$ cat src/rtl/multicycle_control_if.sv
// Control bundle between the multi-cycle sequencer and the MIPS datapath.
// The master modport belongs to the sequencer. The slave modport belongs to the datapath.
interface multicycle_control_if #(
   parameter int CNT_W = 16
);
   logic [5:0]       OpCode;
   logic             MemReady;
   logic             MemToReg;
   logic             MemToRead;
   logic             MemToWrite;
   logic [2:0]       OpAlu;
   logic             RegWrite;
   logic             RegDst;
   logic             IorD;
   logic             IRWrite;
   logic             PCWrite;
   logic             PCWriteCond;
   logic             AluSrcA;
   logic [1:0]       AluSrcB;
   logic [1:0]       PCSource;
   logic [3:0]       State;
   logic [CNT_W-1:0] InstrCount;
   logic             IllegalOp;

   modport master (
      input  OpCode, MemReady,
      output MemToReg, MemToRead, MemToWrite, OpAlu,
      output RegWrite, RegDst, IorD, IRWrite,
      output PCWrite, PCWriteCond, AluSrcA, AluSrcB,
      output PCSource, State, InstrCount, IllegalOp
   );

   modport slave (
      output OpCode, MemReady,
      input  MemToReg, MemToRead, MemToWrite, OpAlu,
      input  RegWrite, RegDst, IorD, IRWrite,
      input  PCWrite, PCWriteCond, AluSrcA, AluSrcB,
      input  PCSource, State, InstrCount, IllegalOp
   );
endinterface

$ cat src/rtl/multicycle_control.sv
// Multi-cycle MIPS sequencer with a memory-ready stall.
// It also keeps a retired-instruction counter and a sticky illegal-opcode flag.
module multicycle_control #(
   parameter int         CNT_W     = 16,
   parameter logic [2:0] ALU_ADD   = 3'b000,
   parameter logic [2:0] ALU_SUB   = 3'b001,
   parameter logic [2:0] ALU_FUNCT = 3'b010
) (
   input logic                 clk,
   input logic                 rst_n,
   multicycle_control_if.master bus
);

   typedef enum logic [3:0] {
      S_IDLE      = 4'd0,
      S_FETCH     = 4'd1,
      S_DECODE    = 4'd2,
      S_MEM_ADDR  = 4'd3,
      S_MEM_READ  = 4'd4,
      S_MEM_WB    = 4'd5,
      S_MEM_WRITE = 4'd6,
      S_EXECUTE   = 4'd7,
      S_ALU_WB    = 4'd8,
      S_BRANCH    = 4'd9,
      S_JUMP      = 4'd10,
      S_ADDI_EXEC = 4'd11,
      S_ADDI_WB   = 4'd12
   } state_t;

   localparam logic [5:0] OP_R    = 6'b000000;
   localparam logic [5:0] OP_LW   = 6'b100011;
   localparam logic [5:0] OP_SW   = 6'b101011;
   localparam logic [5:0] OP_BEQ  = 6'b000100;
   localparam logic [5:0] OP_ADDI = 6'b001000;
   localparam logic [5:0] OP_J    = 6'b000010;

   state_t           r_state;
   state_t           w_next;
   logic [CNT_W-1:0] r_cnt;
   logic             r_illegal;

   logic w_is_r, w_is_lw, w_is_sw;
   logic w_is_beq, w_is_addi, w_is_j;
   logic w_illegal, w_retire;

   logic       w_mem_to_reg, w_mem_read, w_mem_write;
   logic [2:0] w_op_alu;
   logic       w_reg_write, w_reg_dst, w_iord;
   logic       w_ir_write, w_pc_write, w_pc_cond;
   logic       w_src_a;
   logic [1:0] w_src_b, w_pc_src;

   assign w_is_r    = (bus.OpCode == OP_R);
   assign w_is_lw   = (bus.OpCode == OP_LW);
   assign w_is_sw   = (bus.OpCode == OP_SW);
   assign w_is_beq  = (bus.OpCode == OP_BEQ);
   assign w_is_addi = (bus.OpCode == OP_ADDI);
   assign w_is_j    = (bus.OpCode == OP_J);
   assign w_illegal = ~(w_is_r | w_is_lw | w_is_sw |
                        w_is_beq | w_is_addi | w_is_j);

   always_ff @(posedge clk or negedge rst_n) begin
      if (!rst_n) r_state <= S_IDLE;
      else        r_state <= w_next;
   end

   always_comb begin
      w_next = r_state;
      unique case (r_state)
         S_IDLE:      w_next = S_FETCH;
         S_FETCH:     if (bus.MemReady) w_next = S_DECODE;
         S_DECODE: begin
            unique case (1'b1)
               w_is_lw,
               w_is_sw:   w_next = S_MEM_ADDR;
               w_is_r:    w_next = S_EXECUTE;
               w_is_beq:  w_next = S_BRANCH;
               w_is_j:    w_next = S_JUMP;
               w_is_addi: w_next = S_ADDI_EXEC;
               default:   w_next = S_FETCH;
            endcase
         end
         S_MEM_ADDR: begin
            if (w_is_sw)      w_next = S_MEM_WRITE;
            else if (w_is_lw) w_next = S_MEM_READ;
            else              w_next = S_FETCH;
         end
         S_MEM_READ:  if (bus.MemReady) w_next = S_MEM_WB;
         S_MEM_WB:    w_next = S_FETCH;
         S_MEM_WRITE: if (bus.MemReady) w_next = S_FETCH;
         S_EXECUTE:   w_next = S_ALU_WB;
         S_ALU_WB:    w_next = S_FETCH;
         S_BRANCH:    w_next = S_FETCH;
         S_JUMP:      w_next = S_FETCH;
         S_ADDI_EXEC: w_next = S_ADDI_WB;
         S_ADDI_WB:   w_next = S_FETCH;
         default:     w_next = S_IDLE;
      endcase
   end

   always_comb begin
      w_mem_to_reg = 1'b0;
      w_mem_read   = 1'b0;
      w_mem_write  = 1'b0;
      w_op_alu     = 3'b000;
      w_reg_write  = 1'b0;
      w_reg_dst    = 1'b0;
      w_iord       = 1'b0;
      w_ir_write   = 1'b0;
      w_pc_write   = 1'b0;
      w_pc_cond    = 1'b0;
      w_src_a      = 1'b0;
      w_src_b      = 2'b00;
      w_pc_src     = 2'b00;
      unique case (r_state)
         S_FETCH: begin
            w_mem_read = 1'b1;
            w_src_b    = 2'b01;
            w_op_alu   = ALU_ADD;
            w_ir_write = bus.MemReady;
            w_pc_write = bus.MemReady;
         end
         // Branch target is precomputed here while the opcode is decoded
         S_DECODE: begin
            w_src_b  = 2'b11;
            w_op_alu = ALU_ADD;
         end
         S_MEM_ADDR, S_ADDI_EXEC: begin
            w_src_a  = 1'b1;
            w_src_b  = 2'b10;
            w_op_alu = ALU_ADD;
         end
         S_MEM_READ: begin
            w_mem_read = 1'b1;
            w_iord     = 1'b1;
         end
         S_MEM_WB: begin
            w_mem_to_reg = 1'b1;
            w_reg_write  = 1'b1;
         end
         S_MEM_WRITE: begin
            w_mem_write = 1'b1;
            w_iord      = 1'b1;
         end
         S_EXECUTE: begin
            w_src_a  = 1'b1;
            w_op_alu = ALU_FUNCT;
         end
         S_ALU_WB: begin
            w_reg_dst   = 1'b1;
            w_reg_write = 1'b1;
         end
         S_BRANCH: begin
            w_src_a   = 1'b1;
            w_op_alu  = ALU_SUB;
            w_pc_cond = 1'b1;
            w_pc_src  = 2'b01;
         end
         S_JUMP: begin
            w_pc_write = 1'b1;
            w_pc_src   = 2'b10;
         end
         S_ADDI_WB:   w_reg_write = 1'b1;
         default: ;
      endcase
   end

   assign w_retire = (r_state == S_MEM_WB)  |
                     (r_state == S_ALU_WB)  |
                     (r_state == S_BRANCH)  |
                     (r_state == S_JUMP)    |
                     (r_state == S_ADDI_WB) |
                     ((r_state == S_MEM_WRITE) & bus.MemReady);

   always_ff @(posedge clk or negedge rst_n) begin
      if (!rst_n) begin
         r_cnt     <= '0;
         r_illegal <= 1'b0;
      end else begin
         if (w_retire) r_cnt <= r_cnt + CNT_W'(1);
         if (r_state == S_DECODE && w_illegal)
            r_illegal <= 1'b1;
      end
   end

   assign bus.MemToReg    = w_mem_to_reg;
   assign bus.MemToRead   = w_mem_read;
   assign bus.MemToWrite  = w_mem_write;
   assign bus.OpAlu       = w_op_alu;
   assign bus.RegWrite    = w_reg_write;
   assign bus.RegDst      = w_reg_dst;
   assign bus.IorD        = w_iord;
   assign bus.IRWrite     = w_ir_write;
   assign bus.PCWrite     = w_pc_write;
   assign bus.PCWriteCond = w_pc_cond;
   assign bus.AluSrcA     = w_src_a;
   assign bus.AluSrcB     = w_src_b;
   assign bus.PCSource    = w_pc_src;
   assign bus.State       = r_state;
   assign bus.InstrCount  = r_cnt;
   assign bus.IllegalOp   = r_illegal;

endmodule
$ cat src/flat_wrapper.sv
// flat-port wrapper written by rule: the top's interface ports become plain ports
module multicycle_control_flat 
#(
   parameter int         CNT_W     = 16,
   parameter logic [2:0] ALU_ADD   = 3'b000,
   parameter logic [2:0] ALU_SUB   = 3'b001,
   parameter logic [2:0] ALU_FUNCT = 3'b010
)
  (clk, rst_n, bus_OpCode, bus_MemReady, bus_MemToReg, bus_MemToRead, bus_MemToWrite, bus_OpAlu, bus_RegWrite, bus_RegDst, bus_IorD, bus_IRWrite, bus_PCWrite, bus_PCWriteCond, bus_AluSrcA, bus_AluSrcB, bus_PCSource, bus_State, bus_InstrCount, bus_IllegalOp);
  multicycle_control_if #(.CNT_W(CNT_W)) bus_i ();
  input logic clk;
  input logic rst_n;
  input wire logic [$bits(bus_i.OpCode)-1:0] bus_OpCode;
  input wire logic [$bits(bus_i.MemReady)-1:0] bus_MemReady;
  output wire logic [$bits(bus_i.MemToReg)-1:0] bus_MemToReg;
  output wire logic [$bits(bus_i.MemToRead)-1:0] bus_MemToRead;
  output wire logic [$bits(bus_i.MemToWrite)-1:0] bus_MemToWrite;
  output wire logic [$bits(bus_i.OpAlu)-1:0] bus_OpAlu;
  output wire logic [$bits(bus_i.RegWrite)-1:0] bus_RegWrite;
  output wire logic [$bits(bus_i.RegDst)-1:0] bus_RegDst;
  output wire logic [$bits(bus_i.IorD)-1:0] bus_IorD;
  output wire logic [$bits(bus_i.IRWrite)-1:0] bus_IRWrite;
  output wire logic [$bits(bus_i.PCWrite)-1:0] bus_PCWrite;
  output wire logic [$bits(bus_i.PCWriteCond)-1:0] bus_PCWriteCond;
  output wire logic [$bits(bus_i.AluSrcA)-1:0] bus_AluSrcA;
  output wire logic [$bits(bus_i.AluSrcB)-1:0] bus_AluSrcB;
  output wire logic [$bits(bus_i.PCSource)-1:0] bus_PCSource;
  output wire logic [$bits(bus_i.State)-1:0] bus_State;
  output wire logic [$bits(bus_i.InstrCount)-1:0] bus_InstrCount;
  output wire logic [$bits(bus_i.IllegalOp)-1:0] bus_IllegalOp;
  assign bus_i.OpCode = bus_OpCode;
  assign bus_i.MemReady = bus_MemReady;
  assign bus_MemToReg = bus_i.MemToReg;
  assign bus_MemToRead = bus_i.MemToRead;
  assign bus_MemToWrite = bus_i.MemToWrite;
  assign bus_OpAlu = bus_i.OpAlu;
  assign bus_RegWrite = bus_i.RegWrite;
  assign bus_RegDst = bus_i.RegDst;
  assign bus_IorD = bus_i.IorD;
  assign bus_IRWrite = bus_i.IRWrite;
  assign bus_PCWrite = bus_i.PCWrite;
  assign bus_PCWriteCond = bus_i.PCWriteCond;
  assign bus_AluSrcA = bus_i.AluSrcA;
  assign bus_AluSrcB = bus_i.AluSrcB;
  assign bus_PCSource = bus_i.PCSource;
  assign bus_State = bus_i.State;
  assign bus_InstrCount = bus_i.InstrCount;
  assign bus_IllegalOp = bus_i.IllegalOp;
  multicycle_control #(.CNT_W(CNT_W), .ALU_ADD(ALU_ADD), .ALU_SUB(ALU_SUB), .ALU_FUNCT(ALU_FUNCT)) u_core (.clk(clk), .rst_n(rst_n), .bus(bus_i));
endmodule
$ cat config.mk
export PLATFORM = sky130hd
export DESIGN_NAME = multicycle_control_flat
export DESIGN_NICKNAME = d
export VERILOG_FILES = /design/src/rtl/multicycle_control_if.sv /design/src/rtl/multicycle_control.sv /design/src/flat_wrapper.sv
export SDC_FILE = /design/constraint.sdc
export NUM_CORES = 1
export LEC_CHECK = 0
export BUFFER_PORTS_ARGS = -buffer_cell sky130_fd_sc_hd__buf_4
export CAP_MARGIN = 5
export CORE_MARGIN = 2
export CORE_UTILIZATION = 44
export CTS_CLUSTER_DIAMETER = 30
export DETAILED_ROUTE_END_ITERATION = 6
export GPL_ROUTABILITY_DRIVEN = 0
export GPL_TIMING_DRIVEN = 0
export PLACE_DENSITY = 0.78
export SLEW_MARGIN = 20
export SYNTH_ARGS = -nofsm -noshare
export SYNTH_HDL_FRONTEND = slang
export SYNTH_SLANG_ARGS = --single-unit
$ cat constraint.sdc
create_clock -name clk -period 1.55 [get_ports clk]
set_input_delay 0.2325 -clock clk [delete_from_list [all_inputs] [get_ports clk]]
set_output_delay 0.2325 -clock clk [all_outputs]
set_load 0.005 [all_outputs]
* Word-level counts from Yosys, hierarchy flattened
Index checks and enable logic that the tools add are counted.
** Storage, ports and cells
- Output and inout port bits :: 38
- Input bits :: 9
- Register bits after elaboration :: 21
** Operators by class
- $add $sub $neg :: 1
- Multiplexer cells :: 20
- Reductions and logical operators :: 11
- Bitwise logic cells :: 12
- Eq/ne operators :: 20
** Operators by type and width (count)
- $pmux W4 S8 :: 1
- $eq A4 B4 Y1 const B :: 5
- $pmux W4 S5 :: 1
- $add A16 B1 Y16 const B :: 1
- $eq A4 B3 Y1 const B :: 4
- $mux W4 :: 4
- $eq A6 B6 Y1 const B :: 2
- $or A1 B1 Y1 :: 10
- $mux W1 :: 9
- $eq A4 B2 Y1 const B :: 2
- $pmux W2 S2 :: 2
- $reduce_or A2 Y1 :: 4
- $eq A6 B2 Y1 const B :: 1
- $eq A6 B3 Y1 const B :: 1
- $eq A6 B4 Y1 const B :: 1
- $logic_not A6 Y1 :: 1
- $ne A2 B2 Y1 const B :: 3
- $pmux W2 S3 :: 1
- $reduce_or A6 Y1 :: 1
- $eq A4 B1 Y1 const B :: 1
- $logic_not A4 Y1 :: 1
- $reduce_or A4 Y1 :: 1
- $mux W3 :: 1
- $reduce_and A3 Y1 :: 1
- other kinds (5) :: 5

* Logic depth before layout (Yosys ltp)
- Depth after elaboration :: 8
- Gate-level depth with buffers :: 6

* Worst setup path before layout
OpenSTA, ideal clock, no wires.
- Path kind :: flip-flop to flip-flop
- From :: register u_core.r_state[0], in the netlist u_core.bus.State[0]
- To :: register u_core.r_cnt[15], in the netlist u_core.bus.InstrCount[15]
- Stages on the path, launching flop included :: 7
- Data required time :: 1.471 ns
- Clock period less this slack :: 1.523 ns
- Slack :: 0.027 ns
- Setup time :: 0.079 ns
- Path buffers :: 1
- Arrival time :: 1.444 ns
- Path through :: dfrtp_1 > buf_6 > maj3_2 > nor2_4 > o21ai_2 > nor3_2 > xor2_1
** On the way
- Word-level cells in the longest chain between the ends :: 6
- Elaborated cells on any way between the ends :: 12
- Classes of those cells :: 6 x eq/ne; 6 x bitwise
** RTL lines
- start: declaration :: line multicycle_control.sv:37 : state_t r_state;
- start signal: assignment :: line multicycle_control.sv:64 : else r_state <= w_next;
- $eq A4 B3 Y1 / $eq A4 B4 Y1 (equally long branches) :: line multicycle_control.sv:168, multicycle_control.sv:169
- $or A1 B1 Y1 :: line multicycle_control.sv:168 : assign w_retire = (r_state == S_MEM_WB) |
- $or A1 B1 Y1 :: line multicycle_control.sv:169 : (r_state == S_ALU_WB) |
- $or A1 B1 Y1 :: line multicycle_control.sv:170 : (r_state == S_BRANCH) |
- $or A1 B1 Y1 :: line multicycle_control.sv:171 : (r_state == S_JUMP) |
- $or A1 B1 Y1 * :: line multicycle_control.sv:172 : (r_state == S_ADDI_WB) |
- end signal: assignment :: line multicycle_control.sv:180 : if (w_retire) r_cnt <= r_cnt + CNT_W'(1);
- end: declaration :: line multicycle_control.sv:39 : logic [CNT_W-1:0] r_cnt;
Every way passes the cells marked *; elsewhere a longest branch is shown, timed or not.
A chain may end at the register's enable or synchronous reset.

* Worst setup path after layout
- From :: register u_core.r_state[3], in the netlist u_core.bus.State[3]
- To :: output bus_PCWrite
** On the way
- Word-level cells in the longest chain between the ends :: 2
- Elaborated cells on any way between the ends :: 3
- Classes of those cells :: 2 x eq/ne; 1 x mux
** RTL lines
- $eq A4 B4 Y1 / $eq A4 B1 Y1 (equally long branches) :: line multicycle_control.sv:115 : unique case (r_state)
- $pmux W1 S2 * :: line multicycle_control.sv:115
- end: declaration :: line flat_wrapper.sv:23 : output wire logic [$bits(bus_i.PCWrite)-1:0] bus_PCWrite;
Marked as above.

==> impl_metrics.toml <==
[run_status]
status = "complete, but fails checks"
violations = "setup timing"

[sta]
fin_setup_tns_ns = -3.37
relSlewSlack_pct = 64.7
worst_pin_slew_ns = 0.524
rsz0062_at_grt = "true"
setup_ws_ns = -0.214
maxSlewViolCount = 0
post-route-period-util_pct = 114
period_needed_ns = 1.76
setup-violations-final = 30
finClkSkew_ns = 0.00949
fmax_mhz = 567
hold_violations = 0

[setup_path]
cp_slowest_cell = "dfrtp_1"
slowest_delay_ns = 0.43
end_kind = "primary output"
worst_setup_path_start_kind = "flip-flop"
crit_type = "reg2out"
cpMostUsedCell = "buf_6"
critPathArrivalTime_ns = 1.53
crit_path_cell_trace = "buf_6 > buf_12 > nand2b_4 > nor2_4 > or2_4 > buf_6"
required_ns = 1.32
cp_max_fo = 4

[routing]
first_iter_violations = 91
drcViolationCount = 0
first_pass_iters = 4
detail_route.wl_per_cell_microns = 19.5
finalWirelength_microns = 5110
viasPerCell = 5.91
vias = 1548
ant_nets = 0

[logic_synthesis]
ys_warn_count = 0
synth_flop_cell = "dfrtp_1"
synthesis.instances = 149
synth-edff-count = 0
synth_top_area_cell = "dfrtp_1"
synth_top_area_share_pct = 39.3
ys_ff_latch = 21
async_reset_ff_share_pct = 100
yosys-top-cells-area = "dfrtp_1, xor2_1, nor2_1"
synth.net_count = 159
synthDistinctLibCells = 43
ys_seq_area_share_pct = 39.3
syn_area_sq_mm = 0.00134
syn_area_per_cell_sq_um = 8.97

[floorplanning]
core-area_sq_mm = 0.00283
start_util_pct = 47.2
die_y_microns = 59.1
die_area_sq_mm = 0.00349
io-pin-count = 47
die_x_microns = 59.1
rows = 19

[global_routing]
grt.total_usage_pct = 24.6
antenna_found_initial = 0
first_global_vias = 1380
grt_start_max_net_pins = 22
grt_pass1_wl_microns = 6520
overflow = 0

[cts]
numCtsBuffers = 3
clk_pin_slew_worst_paths_ns = 0.12
ctsRootBufferMaster = "clkbuf_4"
clk_latency_ns = 0.31
htree_num_levels = 1
cts_tree = "built"
clock_path_buffers = 2
cts_sinks = 21

[layout]
drive_gt1_share_pct = 59.3
diodes = 0
final_nets = 242
fill_cells = 127
syn_to_final_growth_pct = 77.2

[min_path]
hold_path_class = "in2reg"

[placement]
port_buffers = 45
hpwl_microns = 2530
dp_slack_ns = -0.107

[run]
maxCapViolCount = 0

[pwr]
p_leak_nw = 1.12
p_total_mw = 2.75
power_density_mw_per_mm2 = 1160
ir_drop_mv = 0.719
## worst max-delay path, delay by kind of cell, from the launching register on
| kind | cells | cell delay [ns] |
|---|---|---|
| buffers and inverters | 3 | 0.39 |
| flip-flops | 1 | 0.43 |
| AND/OR/NAND/NOR | 3 | 0.40 |
## per-stage QoR
stage                     area [sq um]  hold slack (ns)  utilization, %  cells
final                             2370            0.250            83.7    262
after global routing              2370            0.242            83.7    262
after CTS                         2050            0.246            72.4    246
after detailed placement          1710            0.130            60.5    225
after global placement            1710            0.127            60.5    225
after floorplan                   1340          -0.0631               -    149
## worst paths after layout
| path | cells after the start | from | to | slack (ns) |
|---|---|---|---|---|
| max | 6 | u_core.bus.State[3]$_DFFE_PN0P_ | bus_PCWrite | -0.21 |
| min | 2 | bus_MemReady | u_core.bus.State[1]$_DFFE_PN0P_ | 0.25 |
| max reg2reg | 7 | u_core.bus.State[0]$_DFFE_PN0P_ | u_core.bus.InstrCount[15]$_DFFE_PN0P_ | -0.16 |
| min reg2reg | 1 | u_core.bus.InstrCount[8]$_DFFE_PN0P_ | u_core.bus.InstrCount[8]$_DFFE_PN0P_ | 0.50 |
| max in group asynchronous | 2 | rst_n | u_core.bus.State[2]$_DFFE_PN0P_ | 0.98 |
| min in group asynchronous | 2 | rst_n | u_core.bus.InstrCount[13]$_DFFE_PN0P_ | 0.32 |
## layer usage
layer  vias to the layer above  track usage (%)  wire length, microns
met1                       760             31.7                  2000
li1                        675                -                     -
met2                        85             43.0                  2600
met3                        28             5.46                   287
met4                         0             4.22                   220
met5                         -                0                     0
## area by class of cell
type / count / area [sq um] / share of cell area, %
inverters: 3 / 15.0 / 0.634
clock buffers: 4 / 26.3 / 1.11
repair buffers: 78 / 688 / 29.1
plain buffers: 10 / 106 / 4.49
well taps: 31 / 38.8 / 1.64
multi-input cells: 115 / 966 / 40.8
flip-flops and latches: 21 / 527 / 22.3
## kinds of logic after synthesis
logic type / count (synthesis) / share of synthesized area, %
simple gates: 70 / 26.8
flops: 21 / 39.3
mux: 1 / 0.843
buf+inv: 13 / 5.24
compound gates: 23 / 14.0
fa+ha+maj: 2 / 1.78
xor+xnor: 18 / 11.8
other cells: 1 / 0.281
## flip-flops by register name, indices dropped and copies added (netlist names)
signal	cells
u_core.bus.State	4
u_core.bus.InstrCount	16
u_core.bus.IllegalOp	1
## cells in the final DEF, fill, tap and decap left out, drive strengths merged, types with 2 or more instances in the layout
cell type,instances
clkbuf,7
nand4,2
nand2b,5
o31ai,2
buf,84
a31o,2
nand2,12
o21ai,5
inv,2
dfrtp,21
or2,2
nor3,8
nor2,25
and3,4
a21oi,5
xor2,13
nand3,7
xnor2,5
## what timing repair did
item / 4_1_cts / 5_1_grt
pin swaps: 26 / 20
resized for setup: 46 / 43
endpoints found under the hold margin: 21 / 0
hold buffers: 1 / 0
gates cloned: 0 / 0
setup buffers: 16 / 20
endpoints found under the setup margin: 27 / 34
## power by group
group	switching, mW	internal, mW	leakage (nW)
logic	0.788	0.996	0.830
registers	0.0797	0.613	0.271
clock network	0.171	0.101	0.0150
total	1.04	1.71	1.12
## cell usage after synthesis (all sizes together) (2+ instances only)
cell type and instances:
clkbuf 4, a21oi 5, nand2b 5, o21ai 5, xnor2 5, inv 3
nand3 7, a31o 2, nand4 2, nand2 12, xor2 13, dfrtp 21
o31ai 2, and3 4, nor3 8, nor2 25, or2 2, buf 6
Power figures use the tool's default switching activity.
